### src/rtl/hazard_pkg.sv
// hazard_pkg: shared types and constants for the D-stage hazard scoreboard.
//   REG_AW       register address width
//   TNEW_W       width of Tuse/Tnew fields
//   FWD_*        forward-select encodings (0 = register file, k = stage k)
//   sb_entry_t   one in-flight destination slot {dst, tnew, md}
//   BUBBLE       empty slot; dst 0 never matches a source
//   sat_dec      Tnew countdown that stops at zero
package hazard_pkg;

    localparam int REG_AW = 5;
    localparam int TNEW_W = 2;

    localparam logic [1:0] FWD_GRF = 2'd0;
    localparam logic [1:0] FWD_E   = 2'd1;
    localparam logic [1:0] FWD_M   = 2'd2;
    localparam logic [1:0] FWD_W   = 2'd3;

    localparam int MULT_LAT_DEF = 5;
    localparam int DIV_LAT_DEF  = 10;

    typedef struct packed {
        logic [REG_AW-1:0] dst;
        logic [TNEW_W-1:0] tnew;
        logic              md;
    } sb_entry_t;

    localparam sb_entry_t BUBBLE = '{dst: '0, tnew: '0, md: 1'b0};

    function automatic logic [TNEW_W-1:0] sat_dec(input logic [TNEW_W-1:0] v);
        return (v == '0) ? v : v - 1'b1;
    endfunction

endpackage

### src/rtl/hazard_scoreboard_if.sv
// hazard_scoreboard_if: D-stage operand/destination descriptors in, hazard
// decisions out.
//   D_srcAddr/D_srcUsed/D_srcTuse  per-source register, used flag, Tuse
//   D_dstAddr/D_dstTnew            D destination and its Tnew
//   D_mdStart/D_mdDiv/D_usesHILO   multiply/divide start and HI/LO use
//   stall, fwdSel, fwdReady, mdBusy  decisions back to the pipeline
// Handshake: there is no valid/ready pair; D inputs are sampled every cycle
// and stall is a same-cycle combinational hold request for the D stage.
// master = pipeline (drives D fields), slave = scoreboard.
interface hazard_scoreboard_if
    import hazard_pkg::*;
#(
    parameter int NUM_SRC = 2
);
    logic [NUM_SRC*REG_AW-1:0] D_srcAddr;
    logic [NUM_SRC-1:0]        D_srcUsed;
    logic [NUM_SRC*TNEW_W-1:0] D_srcTuse;
    logic [REG_AW-1:0]         D_dstAddr;
    logic [TNEW_W-1:0]         D_dstTnew;
    logic                      D_mdStart;
    logic                      D_mdDiv;
    logic                      D_usesHILO;
    logic                      stall;
    logic [NUM_SRC*2-1:0]      fwdSel;
    logic [NUM_SRC-1:0]        fwdReady;
    logic                      mdBusy;

    modport master (
        output D_srcAddr, D_srcUsed, D_srcTuse, D_dstAddr, D_dstTnew,
               D_mdStart, D_mdDiv, D_usesHILO,
        input  stall, fwdSel, fwdReady, mdBusy
    );

    modport slave (
        input  D_srcAddr, D_srcUsed, D_srcTuse, D_dstAddr, D_dstTnew,
               D_mdStart, D_mdDiv, D_usesHILO,
        output stall, fwdSel, fwdReady, mdBusy
    );
endinterface

### src/rtl/md_busy_counter.sv
// md_busy_counter: HI/LO busy timer for the multiply/divide unit.
//   clk, reset  clock, async active-high reset
//   load        a mult/div enters E this edge
//   div         selects DIV_LAT instead of MULT_LAT on load
//   busy        counter nonzero
module md_busy_counter #(
    parameter int MULT_LAT = 5,
    parameter int DIV_LAT  = 10
) (
    input  logic clk,
    input  logic reset,
    input  logic load,
    input  logic div,
    output logic busy
);
    localparam int MAX_LAT = (MULT_LAT > DIV_LAT) ? MULT_LAT : DIV_LAT;
    localparam int CW      = $clog2(MAX_LAT + 1);

    logic [CW-1:0] cnt;

    always_ff @(posedge clk or posedge reset) begin
        if (reset) begin
            cnt <= '0;
        end else if (load) begin
            cnt <= div ? CW'(DIV_LAT) : CW'(MULT_LAT);
        end else if (cnt != '0) begin
            cnt <= cnt - 1'b1;
        end
    end

    assign busy = (cnt != '0);
endmodule

### src/rtl/hazard_scoreboard.sv
// hazard_scoreboard: stall and forward-source decisions for the D stage.
//   clk, reset  clock, async active-high reset
//   hz          slave side of hazard_scoreboard_if
// Entry i of the shift register describes the instruction in stage E+i.
// Only the youngest matching entry counts; older writers of the same register
// are shadowed. DEPTH must lie in 1..3 since fwdSel is two bits per source.
module hazard_scoreboard
    import hazard_pkg::*;
#(
    parameter int NUM_SRC  = 2,
    parameter int DEPTH    = 3,
    parameter int MULT_LAT = MULT_LAT_DEF,
    parameter int DIV_LAT  = DIV_LAT_DEF
) (
    input logic clk,
    input logic reset,
    hazard_scoreboard_if.slave hz
);
    sb_entry_t          ent [DEPTH];
    logic [NUM_SRC-1:0] src_stall;
    logic               md_busy;
    logic               md_stall;
    logic               stall_int;

    // Youngest match wins: scan oldest to youngest so the last hit sticks.
    always_comb begin
        src_stall   = '0;
        hz.fwdSel   = '0;
        hz.fwdReady = '1;
        for (int j = 0; j < NUM_SRC; j++) begin
            for (int i = DEPTH - 1; i >= 0; i--) begin
                if (hz.D_srcUsed[j] &&
                    hz.D_srcAddr[REG_AW*j +: REG_AW] != '0 &&
                    ent[i].dst == hz.D_srcAddr[REG_AW*j +: REG_AW]) begin
                    hz.fwdSel[2*j +: 2] = 2'(i + 1);
                    hz.fwdReady[j]      = (ent[i].tnew == '0);
                    src_stall[j]        = (ent[i].tnew > hz.D_srcTuse[TNEW_W*j +: TNEW_W]);
                end
            end
        end
    end

    // entry[0].md covers the edge case where the counter view and the E slot
    // disagree; in practice busy is already set when a mult/div sits in E.
    assign md_stall  = hz.D_usesHILO & (md_busy | ent[0].md);
    assign stall_int = (|src_stall) | md_stall;
    assign hz.stall  = stall_int;
    assign hz.mdBusy = md_busy;

    always_ff @(posedge clk or posedge reset) begin
        if (reset) begin
            for (int i = 0; i < DEPTH; i++) ent[i] <= BUBBLE;
        end else begin
            ent[0] <= stall_int ? BUBBLE
                                : '{dst: hz.D_dstAddr, tnew: hz.D_dstTnew, md: hz.D_mdStart};
            for (int i = 1; i < DEPTH; i++) begin
                ent[i] <= '{dst: ent[i-1].dst, tnew: sat_dec(ent[i-1].tnew), md: 1'b0};
            end
        end
    end

    md_busy_counter #(
        .MULT_LAT(MULT_LAT),
        .DIV_LAT (DIV_LAT)
    ) u_md (
        .clk  (clk),
        .reset(reset),
        .load (hz.D_mdStart & ~stall_int),
        .div  (hz.D_mdDiv),
        .busy (md_busy)
    );
endmodule

### src/flat_wrapper.sv
// flat-port wrapper written by rule: the top's interface ports become plain ports
module hazard_scoreboard_flat import hazard_pkg::*;
#(
    parameter int NUM_SRC  = 2,
    parameter int DEPTH    = 3,
    parameter int MULT_LAT = MULT_LAT_DEF,
    parameter int DIV_LAT  = DIV_LAT_DEF
)
  (clk, reset, hz_D_srcAddr, hz_D_srcUsed, hz_D_srcTuse, hz_D_dstAddr, hz_D_dstTnew, hz_D_mdStart, hz_D_mdDiv, hz_D_usesHILO, hz_stall, hz_fwdSel, hz_fwdReady, hz_mdBusy);
  hazard_scoreboard_if #(.NUM_SRC(NUM_SRC)) hz_i ();
  input logic clk;
  input logic reset;
  input wire logic [$bits(hz_i.D_srcAddr)-1:0] hz_D_srcAddr;
  input wire logic [$bits(hz_i.D_srcUsed)-1:0] hz_D_srcUsed;
  input wire logic [$bits(hz_i.D_srcTuse)-1:0] hz_D_srcTuse;
  input wire logic [$bits(hz_i.D_dstAddr)-1:0] hz_D_dstAddr;
  input wire logic [$bits(hz_i.D_dstTnew)-1:0] hz_D_dstTnew;
  input wire logic [$bits(hz_i.D_mdStart)-1:0] hz_D_mdStart;
  input wire logic [$bits(hz_i.D_mdDiv)-1:0] hz_D_mdDiv;
  input wire logic [$bits(hz_i.D_usesHILO)-1:0] hz_D_usesHILO;
  output wire logic [$bits(hz_i.stall)-1:0] hz_stall;
  output wire logic [$bits(hz_i.fwdSel)-1:0] hz_fwdSel;
  output wire logic [$bits(hz_i.fwdReady)-1:0] hz_fwdReady;
  output wire logic [$bits(hz_i.mdBusy)-1:0] hz_mdBusy;
  assign hz_i.D_srcAddr = hz_D_srcAddr;
  assign hz_i.D_srcUsed = hz_D_srcUsed;
  assign hz_i.D_srcTuse = hz_D_srcTuse;
  assign hz_i.D_dstAddr = hz_D_dstAddr;
  assign hz_i.D_dstTnew = hz_D_dstTnew;
  assign hz_i.D_mdStart = hz_D_mdStart;
  assign hz_i.D_mdDiv = hz_D_mdDiv;
  assign hz_i.D_usesHILO = hz_D_usesHILO;
  assign hz_stall = hz_i.stall;
  assign hz_fwdSel = hz_i.fwdSel;
  assign hz_fwdReady = hz_i.fwdReady;
  assign hz_mdBusy = hz_i.mdBusy;
  hazard_scoreboard #(.NUM_SRC(NUM_SRC), .DEPTH(DEPTH), .MULT_LAT(MULT_LAT), .DIV_LAT(DIV_LAT)) u_core (.clk(clk), .reset(reset), .hz(hz_i));
endmodule
### config.mk
export PLATFORM = sky130hd
export DESIGN_NAME = hazard_scoreboard_flat
export DESIGN_NICKNAME = d
export VERILOG_FILES = /design/src/rtl/hazard_pkg.sv /design/src/rtl/hazard_scoreboard_if.sv /design/src/rtl/md_busy_counter.sv /design/src/rtl/hazard_scoreboard.sv /design/src/flat_wrapper.sv
export SDC_FILE = /design/constraint.sdc
export NUM_CORES = 1
export LEC_CHECK = 0
export ABC_AREA = 1
export CORE_MARGIN = 2
export CORE_UTILIZATION = 47
export DETAILED_ROUTE_END_ITERATION = 6
export HOLD_SLACK_MARGIN = 0.12
export PLACE_DENSITY_LB_ADDON = 0.15
export SYNTH_ARGS = -nofsm -noshare
export SYNTH_HDL_FRONTEND = slang
export SYNTH_HIERARCHICAL = 1
export SYNTH_SLANG_ARGS = --single-unit
### constraint.sdc
create_clock -name clk -period 1.8 [get_ports clk]
set_input_delay 0.45 -clock clk [delete_from_list [all_inputs] [get_ports clk]]
set_output_delay 0.45 -clock clk [all_outputs]
set_load 0.03 [all_outputs]
==> results.toml <==
[status]
status = "complete, but fails checks"
violations = "negative setup slack"

[floorplanning]
die_x_um = 67.2
coreArea_um2 = 3740
die_y_um = 67.2
core.rowCount = 22
dieArea_um2 = 4510
top_level_ports = 36
start_util = 0.501

[min_path]
hold_path.class = "in2async"

[clock_network]
cts_tree = "built"
cts_buffers = 3
clkTransAtPathRegs_ns = 0.09
cts.path.max_buffers = 2
h-tree-depth = 1
clock_latency_ns = 0.27
cts_root_buffer = "clkbuf_8"
clock_sinks = 26
cts-hold-fix-buffers = 0

[synthesis]
synth_nets = 294
yosys_warnings = 6
syn_area_per_cell_um2 = 7.44
yosys_register_bits = 26
synth_cells = 252
synthFlopType = "dfrtp_1"
synth_edf_count = 0
async_flop_share = 1.00
seq_area_frac_synth = 0.347
synth.distinct_cells = 23
syn-cell-area_um2 = 1870

[power_and_ir_drop]
powerDensity_nw_per_um2 = 798
vdd_drop_max_mv = 0.613
leakage_nw = 1.40
finalPower_mw = 2.27

[finish]
nFillCells = 279
final_common_cell = "nand2_1"
synthToLayoutAreaGrowth_pct = 52.0
drive_above_1_share = 0.434
final_cell_count_no_fill = 366
mostFrequentLayoutCells = "nand2_1 (50), inv_1 (29), dfrtp_1 (23)"
nNetsFinal = 361
antenna_cells = 0
fin_util = 0.761

[drt]
drc = 0
routed_wl_mm = 4.64
wire_per_inst_um = 12.7
vias = 1813
viasPerCell = 4.95
final_antenna_net_count = 0
dr.pass1.iters = 4
drtIter0Drc = 31

[timing]
clock_skew_ns = 0.00521
relSlewSlack = 0.779
period_needed_ns = 2.20
setup_ws_ns = -0.399
tightest_slew_ns = 0.331
slew_viol_final = 0
rsz0062_at_grt = "true"
fmax_mhz = 455
finalHoldViolCount = 0
setup_viol = 12
finalCritPeriodShare = 1.22
tns_ns = -3.30

[global_routing]
grt_max_degree = 16
antenna_found_initial = 0
grt_overflow = 0
grt_pass1_vias = 1724
grt_pass1_wl_mm = 7.44
grt.total_usage = 0.218

[critical_path]
cp_max_fo = 3
reg2reg_setup_slack_ns = -0.28
r2r_start = "u_core/ent[18]"
cp-start-kind = "flip-flop"
arrival_ns = 1.75
regToRegEndpoint = "u_core/u_md/cnt[3]"
reg2reg_depth = 13
required_ns = 1.35
path_class = "reg2out"
end_kind = "output pin"

[place]
dp.cells = 353
portBuffers = 35
place_ws_ns = -0.771
dp_hpwl_mm = 3.56
gp_congestion = 0.902

[job]
cap_violations = 0
## how the worst max path moves through the flow
stage                                from                  to  slack [ns]  depth (start not counted)
final                      u_core/ent[18]            hz_stall       -0.40                          8
after global placement    hz_D_srcAddr[3]      hz_fwdReady[0]       -0.78                          9
after detailed placement  hz_D_srcAddr[3]      hz_fwdReady[0]       -0.77                          9
after global routing        u_core/ent[2]            hz_stall       -0.48                          8
after floorplan            u_core/ent[18]  u_core/u_md/cnt[1]       -0.12                         11
after CTS                  u_core/ent[13]      hz_fwdReady[0]       -0.40                         11
## per-stage QoR
| stage | hold slack, ns | area, um2 |
|---|---|---|
| 2_1_floorplan | 0.216 | 2000 |
| 3_3_place_gp | 0.413 | 2530 |
| 3_5_place_dp | 0.411 | 2530 |
| 4_1_cts | 0.393 | 2710 |
| 5_1_grt | 0.423 | 2850 |
| 6_report | 0.393 | 2850 |
## kinds of logic (layout without fill, tap and decap cells)
logic type / after synthesis / in the layout / share of synthesized area
flip-flops: 26 / 26 / 0.347
AND/OR/NAND/NOR: 122 / 122 / 0.312
XOR/XNOR: 17 / 17 / 0.0794
adder cells (fa/ha/maj): 14 / 14 / 0.0935
AO/OA/AOI/OAI: 24 / 24 / 0.0701
buffers and inverters: 49 / 115 / 0.0981
## cells in the mapped netlist (all sizes together) (2+ instances only)
cell type / instances / area [um2]
o22ai: 2 / 12.5
inv: 48 / 180
a21oi: 12 / 60.1
o21ai: 8 / 43.8
nor2: 41 / 206
nand2: 65 / 262
nand3: 9 / 75.1
ha: 14 / 175
xnor2: 8 / 70.1
nor3: 2 / 10.0
nand4: 5 / 31.3
dfrtp: 26 / 651
xor2: 9 / 78.8
## power by group
part           internal [mW]  leakage (nW)  switching, mW
clock                  0.297        0.0357          0.183
sequential             0.687         0.328         0.0975
combinational          0.459          1.04          0.549
## timing repair
action / 4_1_cts / 5_1_grt
gates resized for setup: 72 / 38
pin swaps: 22 / 13
buffers inserted: 3 / 6
endpoints found under the setup margin: 19 / 14
## layer usage
layer	vias up	routed length (um)	track usage	share of wire
li1	908	-	-	-
met1	853	2070	0.283	0.45
met2	46	2340	0.382	0.50
met3	6	181	0.0300	0.039
met4	0	48	0.0536	0.010
met5	-	0	0	0
## area by class of cell
cell class                 instances  area (um2)  area share
timing repair buffer              62         561       0.197
sequential                        26         654       0.230
clock buffer                       3        41.3      0.0145
clock inverter                     1        30.0      0.0105
inverter                          49         201      0.0707
tap                               48        60.1      0.0211
multi-input combinational        177        1300       0.457
## state kept, by name, summed over array words and instances (netlist names)
signal	cells
u_core/u_md/cnt	4
u_core/ent	22
## worst max-delay path: stages (launching register included)
cell and delay, ns:
dfrtp_2 0.47, ha_4 0.29, a21oi_2 0.05, a21oi_1 0.14, nand4_1 0.14, nand2_2 0.12
nor2_4 0.05, nand3_4 0.09, buf_6 0.14
Power figures use the tool's default switching activity.
==> RTL edit 1, RTL diff (same flow settings) <==
Reset style: synchronous (`reset`), changed in 2 clocked blocks. Comments in the files are not updated.
--- a/src/rtl/md_busy_counter.sv
+++ b/src/rtl/md_busy_counter.sv
@@ -20,3 +20,3 @@
 
-    always_ff @(posedge clk or posedge reset) begin
+    always_ff @(posedge clk) begin
         if (reset) begin
--- a/src/rtl/hazard_scoreboard.sv
+++ b/src/rtl/hazard_scoreboard.sv
@@ -49,3 +49,3 @@
 
-    always_ff @(posedge clk or posedge reset) begin
+    always_ff @(posedge clk) begin
         if (reset) begin
Formal check against the unedited RTL: differs if reset is asserted again (counterexample within 4 cycles, from zero or initial values and one cycle with reset high); with reset held inactive, the same outputs for 10 cycles.
==> RTL edit 1 against the unedited design <==
The run still ends with negative setup slack left; cell area is 14% higher; sequential power decreased by 5.5%; die area down 4.7%; critical path depth grew 3; power is 12% higher; clock power rose by 4%; routed wire length is 48% higher; clock skew decreased by 0.0014 ns; sequential share of layout area decreased by 6.4 points; synthesized area decreased by 5.0%; worst setup slack worse by 0.11 ns; sequential cell count did not move; register-to-register slack got worse by 0.06 ns.
==> RTL edit 1: results (changes against the unedited design) <==
final worst slack -0.504 ns (was -0.399 ns); Lkg Pwr 1.54 nW (was 1.40 nW); Avg Inst Size Synth 6.50 sq um (was 7.44 sq um); GPL Wtd Cong 0.898 (was 0.902); placed wire-length estimate 3900 um (was 3560 um); Main synth FF type dfxtp_1 (was dfrtp_1); failing checks negative setup slack (unchanged); worst vdd ir 0.000954 V (was 0.000613 V); final setup fails 18 (was 12); routed wire length 6870 um (was 4640 um); reg2reg start u_core/ent[0][11] (was u_core/ent[18]); number of non-clock buffers in the layout 103 (was 62); multi-input logic portion of the cell area 45.3% (was 45.7%); seq pwr 741 uW (was 784 uW); CP Max Fanout 5 (was 3); Worst EP arrival 1.85 ns (was 1.75 ns); M1 wire length 2790 um (was 2070 um); worst-case reg-to-reg path depth 19 (was 13); outcome finished, violations left (unchanged); synth top area cells dfxtp_1 (29%), nand2_1 (14%), inv_1 (11%) (was dfrtp_1 (35%), nand2_1 (12%), ha_1 (9.3%)); Critical R2R Capture u_core/u_md/cnt[1] (was u_core/u_md/cnt[3]); syn_nets 316 (was 294); setup_tns -4.10 ns (was -3.30 ns); flop2flop setup slack -0.34 ns (was -0.28 ns); hold slack final 0.501 ns (was 0.393 ns); Final #Nets 423 (was 361)
-- RTL edit 1: cells by family after synthesis --
logic type	share of synthesized area [%]
fa+ha+maj	9.84
compound gates	7.03
simple gates	34.7
flops	29.2
buf+inv	11.8
xor+xnor	7.38
-- RTL edit 1: timing repair --
item,in CTS,in global routing
buffers inserted,25,6
endpoints found under the setup margin,20,21
pin swaps,30,44
gates resized for setup,102,76
-- RTL edit 1: worst max path at each step --
stage	from	end	depth (start not counted)	slack, ns
after floorplan	hz_D_srcTuse[1]	u_core/u_md/cnt[0]	14	-0.05
after global placement	hz_D_srcAddr[6]	hz_fwdReady[1]	11	-1.11
after detailed placement	hz_D_srcAddr[6]	hz_fwdReady[1]	11	-1.17
after CTS	u_core/ent[0][15]	hz_fwdReady[0]	12	-0.44
after global routing	u_core/ent[0][5]	hz_stall	9	-0.55
final	hz_D_srcAddr[6]	hz_stall	11	-0.50
==> RTL edit 2, RTL diff (config.mk and constraints unchanged) <==
Made on the original files. The package constant `DIV_LAT_DEF` goes from 10 to 20.
--- a/src/rtl/hazard_pkg.sv
+++ b/src/rtl/hazard_pkg.sv
@@ -18,3 +18,3 @@
     localparam int MULT_LAT_DEF = 5;
-    localparam int DIV_LAT_DEF  = 10;
+    localparam int DIV_LAT_DEF  = 20;
 
Formal check against the unedited RTL: no difference found for any inputs over 10 cycles, from zero or initial values and one cycle with reset high; that may be too few to reach the edited logic, so the function may still have changed.
==> RTL edit 2 against the unedited design <==
The flow still finishes with violations (negative setup slack); cell area grew 3.6%; core utilization shrank 1.3 points; sequential cell count grew 1; routed wire length shrank 4.9%; register-to-register slack lost 0.04 ns; power shrank 5.3%; worst setup slack lost 0.070 ns; synthesized area grew 1.7%; clock power shrank 32%; global-route usage shrank 1.6 points; sequential power is essentially flat; first-iteration DRC count grew 140%.
==> RTL edit 2: results (changes against the unedited design) <==
Final Core Density 74.8% (was 76.1%); failing checks negative setup slack (unchanged); slowest CP cell dlygate4sd2_1 (was dfrtp_2); n_diodes 0 (unchanged); worst vdd ir 0.000804 V (was 0.000613 V); largest net degree at the start of global routing 23 (was 16); DP Worst Slack -1.13 ns (was -0.771 ns); number of fill cells in the layout 309 (was 279); syn_nets 298 (was 294); Critical R2R Capture u_core/u_md/cnt[0] (was u_core/u_md/cnt[3]); reg2reg start u_core/ent[13] (was u_core/ent[18]); cell count after placement 379 (was 353); vias 1,788 (was 1,813); worst-case reg-to-reg path depth 19 (was 13); synth top area cells dfrtp_1 (35%), nand2_1 (13%), inv_1 (8.7%) (was dfrtp_1 (35%), nand2_1 (12%), ha_1 (9.3%)); Worst setup startpoint hz_D_srcAddr[2] (was u_core/ent[18]); Avg Inst Size Synth 7.42 sq um (was 7.44 sq um); Tightest Pin Transition 0.340 ns (was 0.331 ns); Crit path max-delay family simple AND/OR/NAND/NOR gates (was flip-flops); most common cell in the netlist nand2_1 (unchanged); seq pwr 785 uW (was 784 uW); Placed Area 2640 sq um (was 2530 sq um); ratio of cells with drive above 1 in the final layout 39.4% (was 43.4%); Yosys warning count 6 (unchanged); CP peak stage delay 0.29 ns (was 0.47 ns); count of buffers from port buffering 35 (unchanged); first-pass GRT wire length 6960 um (was 7440 um); final setup fails 20 (was 12); GPL Wtd Cong 0.892 (was 0.902); internal power 1.37 mW (was 1.44 mW); vias in the first global route 1,612 (was 1,724); Worst EP arrival 1.82 ns (was 1.75 ns); Largest regs u_core/ent (22), u_core/u_md/cnt (5) (was u_core/ent (22), u_core/u_md/cnt (4)); Flop pwr share 36.5% (was 34.5%); CP Max Fanout 5 (was 3); routed wire length 4410 um (was 4640 um); unique cell type count in the Yosys netlist 22 (was 23); Hold Crit Class input pin to async pin (unchanged); DRT iter0 DRCs 74 (was 31); Lkg Pwr 1.52 nW (was 1.40 nW); placed wire-length estimate 3400 um (was 3560 um); final worst slack -0.469 ns (was -0.399 ns); sequential-to-total area share from yosys stat 35.4% (was 34.7%); clock power share 15.3% (was 21.1%); Main synth FF type dfrtp_1 (unchanged); clock skew 0.00128 ns (was 0.00521 ns); Final #Nets 385 (was 361); Commonest cells post-synth nand2_1 (64), inv_1 (44), dfrtp_1 (27) (was nand2_1 (58), inv_1 (42), dfrtp_1 (26), nor2_1 (26), ha_1 (14)); outcome finished, violations left (unchanged); Resized Gates After CTS 63 (was 72); WL/cell 11.2 um (was 12.7 um); setup_tns -5.96 ns (was -3.30 ns); hold slack final 0.412 ns (was 0.393 ns); CP endpoint hz_fwdReady[0] (was hz_stall); gr usage total 20.2% (was 21.8%)
[RTL edit 2: cell types whose count changed after synthesis, sizes merged]
cell / delta
inv: +2
nor2: -1
a21oi: -1
a21boi: +1
o21ai: -2
nand2: +4
ha: -1
nand3: -1
clkinv: -1
dfrtp: +1
nand3b: +1
nand4: +3
[RTL edit 2: cells by family after synthesis]
logic type,Yosys count,share of synthesized area (%)
buffers and inverters,50,9.84
AND/OR/NAND/NOR,128,32.1
XOR/XNOR,17,7.81
adder cells (fa/ha/maj),13,8.53
AO/OA/AOI/OAI,22,6.30
flip-flops,27,35.4
[RTL edit 2: routing by layer]
layer  wire length (um)  GRT usage (%)
met1               2140           29.1
met2               2130           33.1
met3                121           1.00
met4                 22           5.36
met5                  0              0
[RTL edit 2: layout make-up]
class	instances	share of cell area [%]
well taps	50	2.12
inverters	50	6.36
multi-input cells	180	41.6
clock inverters	1	0.170
repair buffers	82	25.4
flip-flops and latches	27	22.9
clock buffers	3	1.40
